<file path="config.mk">
export PLATFORM = sky130hd
export DESIGN_NAME = reorder_buffer
export DESIGN_NICKNAME = d
export VERILOG_FILES = /design/src/rtl/reorder_buffer.sv
export SDC_FILE = /design/constraint.sdc
export NUM_CORES = 2
export LEC_CHECK = 0
export BUFFER_PORTS_ARGS = -buffer_cell sky130_fd_sc_hd__buf_2
export CAP_MARGIN = 20
export CORE_AREA = 2 2 391 393
export CTS_CLUSTER_SIZE = 20
export DETAILED_ROUTE_END_ITERATION = 6
export DIE_AREA = 0 0 393 395
export PLACE_DENSITY = 0.83
export SYNTH_ARGS = -nofsm -noshare
export SYNTH_HDL_FRONTEND = slang
export SYNTH_SLANG_ARGS = --single-unit
</file>
<file path="constraint.sdc">
create_clock -name clk -period 5.92 [get_ports clk]
set_input_delay 0.296 -clock clk [delete_from_list [all_inputs] [get_ports clk]]
set_output_delay 0.296 -clock clk [all_outputs]
set_load 0.02 [all_outputs]
</file>
<file path="src/rtl/reorder_buffer.sv">
// Circular reorder buffer: allocates in program order, absorbs out-of-order
// writebacks, retires one entry per cycle and raises flush on redirecting commits.
module reorder_buffer #(
  parameter int ROB_SIZE = 16,
  parameter int IDX_W    = 4,
  parameter int XLEN     = 32
) (
  input  logic             clk,
  input  logic             rst,
  input  logic             rdy,
  input  logic             alloc_valid,
  output logic             alloc_ready,
  output logic [IDX_W-1:0] alloc_idx,
  input  logic [1:0]       alloc_kind,
  input  logic [4:0]       alloc_rd,
  input  logic             alloc_pred_taken,
  input  logic [XLEN-1:0]  alloc_alt_pc,
  input  logic             rs_wb_valid,
  input  logic [IDX_W-1:0] rs_wb_idx,
  input  logic [XLEN-1:0]  rs_wb_value,
  input  logic [XLEN-1:0]  rs_wb_jumppc,
  input  logic             slb_wb_valid,
  input  logic [IDX_W-1:0] slb_wb_idx,
  input  logic [XLEN-1:0]  slb_wb_value,
  input  logic [IDX_W-1:0] q1_idx,
  input  logic [IDX_W-1:0] q2_idx,
  output logic             q1_ready,
  output logic             q2_ready,
  output logic [XLEN-1:0]  q1_value,
  output logic [XLEN-1:0]  q2_value,
  output logic             commit_valid,
  output logic [IDX_W-1:0] commit_idx,
  output logic [4:0]       commit_rd,
  output logic [XLEN-1:0]  commit_value,
  output logic             commit_wen,
  output logic             store_commit,
  output logic             flush,
  output logic [XLEN-1:0]  flush_pc
);

  localparam logic [1:0] K_REG    = 2'd0;
  localparam logic [1:0] K_BRANCH = 2'd1;
  localparam logic [1:0] K_JALR   = 2'd2;
  localparam logic [1:0] K_STORE  = 2'd3;

  logic [ROB_SIZE-1:0] busy;
  logic [ROB_SIZE-1:0] ready;
  logic [1:0]          kind       [ROB_SIZE];
  logic [4:0]          rd         [ROB_SIZE];
  logic                pred_taken [ROB_SIZE];
  logic [XLEN-1:0]     alt_pc     [ROB_SIZE];
  logic [XLEN-1:0]     value      [ROB_SIZE];
  logic [XLEN-1:0]     jumppc     [ROB_SIZE];

  logic [IDX_W-1:0] head;
  logic [IDX_W-1:0] tail;
  logic [IDX_W:0]   count;

  logic       do_alloc;
  logic       do_commit;
  logic       redirect;
  logic       rs_hit;
  logic       slb_hit;
  logic [1:0] head_kind;

  function automatic logic writes_rd(input logic [1:0] k);
    return (k == K_REG) || (k == K_JALR);
  endfunction

  // count never exceeds ROB_SIZE, so its MSB alone marks the buffer full
  assign alloc_ready = ~count[IDX_W];
  assign alloc_idx   = tail;

  assign q1_ready = ready[q1_idx];
  assign q2_ready = ready[q2_idx];
  assign q1_value = value[q1_idx];
  assign q2_value = value[q2_idx];

  always_comb begin
    head_kind = kind[head];
    do_alloc  = alloc_valid && alloc_ready;
    do_commit = busy[head] && ready[head];
    rs_hit    = rs_wb_valid && busy[rs_wb_idx];
    slb_hit   = slb_wb_valid && busy[slb_wb_idx];
    redirect  = do_commit &&
                ((head_kind == K_JALR) ||
                 ((head_kind == K_BRANCH) && (value[head][0] != pred_taken[head])));
  end

  // control state and registered commit outputs
  always_ff @(posedge clk) begin
    if (rst) begin
      busy         <= '0;
      ready        <= '0;
      head         <= '0;
      tail         <= '0;
      count        <= '0;
      commit_valid <= 1'b0;
      commit_idx   <= '0;
      commit_rd    <= '0;
      commit_value <= '0;
      commit_wen   <= 1'b0;
      store_commit <= 1'b0;
      flush        <= 1'b0;
      flush_pc     <= '0;
    end else if (!rdy) begin
      commit_valid <= 1'b0;
      commit_wen   <= 1'b0;
      store_commit <= 1'b0;
      flush        <= 1'b0;
    end else begin
      commit_valid <= do_commit;
      commit_wen   <= do_commit && writes_rd(head_kind);
      store_commit <= do_commit && (head_kind == K_STORE);
      flush        <= redirect;
      if (do_commit) begin
        commit_idx   <= head;
        commit_rd    <= rd[head];
        commit_value <= value[head];
      end
      if (redirect)
        flush_pc <= (head_kind == K_JALR) ? jumppc[head] : alt_pc[head];

      if (redirect) begin
        busy  <= '0;
        ready <= '0;
        head  <= '0;
        tail  <= '0;
        count <= '0;
      end else begin
        if (rs_hit)  ready[rs_wb_idx]  <= 1'b1;
        if (slb_hit) ready[slb_wb_idx] <= 1'b1;
        // commit clears after the writeback updates so a stale write cannot revive it
        if (do_commit) begin
          busy[head]  <= 1'b0;
          ready[head] <= 1'b0;
          head        <= head + IDX_W'(1);
        end
        if (do_alloc) begin
          busy[tail]  <= 1'b1;
          ready[tail] <= 1'b0;
          tail        <= tail + IDX_W'(1);
        end
        case ({do_alloc, do_commit})
          2'b10:   count <= count + (IDX_W+1)'(1);
          2'b01:   count <= count - (IDX_W+1)'(1);
          default: count <= count;
        endcase
      end
    end
  end

  // entry payload; only meaningful while busy, so it needs no reset
  always_ff @(posedge clk) begin
    if (rdy) begin
      if (do_alloc) begin
        kind[tail]       <= alloc_kind;
        rd[tail]         <= alloc_rd;
        pred_taken[tail] <= alloc_pred_taken;
        alt_pc[tail]     <= alloc_alt_pc;
      end
      if (rs_hit) begin
        value[rs_wb_idx]  <= rs_wb_value;
        jumppc[rs_wb_idx] <= rs_wb_jumppc;
      end
      if (slb_hit)
        value[slb_wb_idx] <= slb_wb_value;
    end
  end

endmodule

</file>
==> flow_summary.json <==
{
  "grt_remaining_overflow": 0,
  "grt_pass1_wl_mm": 355.9,
  "cts_max_level": 4,
  "mappedNetlistArea_um2": 82670,
  "ir_drop_mv": 0.2189,
  "synth-seq-area-share": 0.6349,
  "die_height_um": 395,
  "grt_start_max_net_pins": 110,
  "synth.net_count": 4269,
  "detailroute.via_count": 48590,
  "synth_area_leaders": "edfxtp_1, mux4_2, mux2_2",
  "postCtsSetupBuffers": 0,
  "timing.fmax_mhz": 214.2,
  "start_util": 0.5468,
  "drive_above_1_share": 0.4665,
  "core_um2": 151200,
  "global_route.usage.total": 0.3252,
  "die_area_um2": 155200,
  "dominantRegCellSynth": "edfxtp_1",
  "dieWidth_um": 393,
  "wirelength_met1_mm": 83.19,
  "critPathKind": "reg2reg",
  "hold_depth": 2,
  "final_util": 0.6257,
  "hold_path.class": "in2reg",
  "worst_setup_path_end_kind": "flop",
  "design.final.nets": 4654,
  "area_growth_syn_to_layout_pct": 14.42,
  "clock_sink_count": 1790,
  "synth_most_common_cell": "edfxtp_1",
  "placedInstanceArea_um2": 86660,
  "wl_mm": 252.6,
  "grt_setup_unrepaired": "no",
  "yosysTopAreaCell": "edfxtp_1",
  "finClkSkew_ps": 75.23,
  "setup_total_negative_slack_ps": 0,
  "ys.warnings.count": 0,
  "min_period_ps": 4669,
  "synth_edf_count": 1664,
  "cts-buffers-inserted": 177,
  "dr_wl_met3_mm": 38.42,
  "power.leakage_nw": 29.60,
  "result_of_the_run": "finished clean",
  "routed_len_inst_um": 37.71,
  "grt_antenna_before_repair": 52,
  "detail_route.first_pass.iterations": 6,
  "slew_viol_final": 0,
  "arrival_ps": 5330,
  "ratio_of_routed_vias_to_standard_cells": 7.253,
  "relative_slew_slack": 0.2448,
  "gp_congestion": 0.8716,
  "antenna_left": 0,
  "final_area_um2": 94590,
  "worst_slew_pin_slew_ps": 1129,
  "total_length_of_routed_met2_wires_mm": 117.4,
  "netlist_instances": 4101,
  "top_layer_used": "met5",
  "clock_latency_ps": 860,
  "dp_slack_ps": 1469,
  "clk_transition_reported_paths_ps": 70,
  "drv.max_cap_violation_count": 0,
  "async_reset_ff_frac": 0,
  "postCtsResizedCells": 0,
  "cell_area_power_density_nw_per_um2": 287.4,
  "fillers": 9620,
  "grt_pass1_vias": 48680,
  "post-place-cells": 6176,
  "timing.final.setup_violations": 0,
  "port_buffers": 305,
  "initialDrtViolationCount": 8529,
  "synth.distinct_cells": 59,
  "clock-root-buffer": "clkbuf_16",
  "area_share_of_the_leading_cell_type_in_the_synthesized_netlist": 0.6044,
  "rows": 143,
  "required_ps": 6580,
  "detailedPlacementHpwl_mm": 138.5,
  "synth.avg_cell_area_um2": 20.16,
  "ff2ff_setup_slack_ps": 1250,
  "min_period_over_period": 0.7886,
  "cts_tree": "done",
  "finish.cell_count_without_fillers": 6699,
  "rr_worst_depth": 8,
  "max-clock-path-buffers": 3,
  "detail_route.drc_violations": 0,
  "worstSetupStartpointType": "flop",
  "least_setup_slack_across_all_paths_after_layout_ps": 1251,
  "post_synth_most_frequent_cells": "edfxtp_1, mux4_2, mux2_2",
  "synth.ff_latch_count": 1790,
  "pin_count": 306,
  "timing.final.hold_violations": 0,
  "critPathMaxFanout": 51
}
[per-layer routing]
| metal | vias to the layer above | GRT usage |
|---|---|---|
| met3 | 788 | 0.1048 |
| li1 | 18260 | - |
| met4 | 34 | 0.1488 |
| met2 | 4561 | 0.4933 |
| met5 | - | 0.004702 |
| met1 | 24950 | 0.4315 |
[final timing paths]
kind,endpoint,startpoint
min,value[14][5],slb_wb_value[5]
min reg2reg,commit_value[28],commit_value[28]
max reg2reg,flush_pc[22],flop
max,flush_pc[22],flop
[state kept, by name, summed over array words and instances, names as in the netlist, named ones only]
register	cells
busy	16
flush_pc	32
commit_wen	1
ready	16
commit_idx	4
commit_rd	5
head	4
store_commit	1
value	512
flush	1
rd	80
alloc_idx	4
count	5
commit_valid	1
commit_value	32
jumppc	512
alt_pc	512
pred_taken	16
kind	32
[where the power goes]
part           internal, W  leakage (nW)  switching [W]  total, W
logic             0.000551          10.6       0.000749   0.00130
registers           0.0138          16.0      0.0000125    0.0138
clock network      0.00687          2.99        0.00517    0.0120
[cells by family (layout without fill, tap and decap cells)]
group,after synthesis,after routing,synth area share
compound gates,200,200,0.01872
buf+inv,372,910,0.01860
xor+xnor,8,8,0.0009384
fa+ha+maj,10,10,0.001513
mux,1407,1407,0.3086
simple gates,314,314,0.01675
other cells,0,30,0
flops,1790,1790,0.6349
[worst max-delay path, stage by stage, from the launching register on]
cell,delay (ps)
dfxtp_4,910
mux4_2,410
a22o_1,260
a221oi_2,500
nand2b_2,730
buf_4,590
mux4_2,600
mux2i_1,290
a211oi_1,150
[per-stage QoR]
step	power [W]	hold WS [ps]
floorplan	0.01483	394.9
global placement	0.01524	442.8
detailed placement	0.01527	447.2
CTS	0.02714	0.5670
global route	0.02766	41.89
finish	0.02718	35.20
[placed cells by master (no fill, tap or decap), types with 42 or more instances in the layout]
master         count
dfxtp_1          121
mux2_2           512
dlygate4sd3_1    157
clkbuf_1          42
buf_2            298
mux4_2           862
clkbuf_16        177
nor2_1            57
buf_4            101
nand2_1          134
a21oi_1           53
edfxtp_1        1664
[area by class of cell]
cell class,instances,area (um^2),share of cell area
clock inverter,98,1393,0.01472
multi-input combinational,1939,29150,0.3082
antenna,30,75.07,0.0007936
inverter,7,26.28,0.0002778
tap,2030,2540,0.02685
clock buffer,234,4793,0.05067
timing repair buffer,571,4109,0.04344
sequential,1790,52510,0.5551
[repair_timing]
item,4_1_cts,5_1_grt
endpoints found under the hold margin,1612,0
hold buffers,157,0
setup endpoints to repair,0,0
Power figures use the tool's default switching activity.
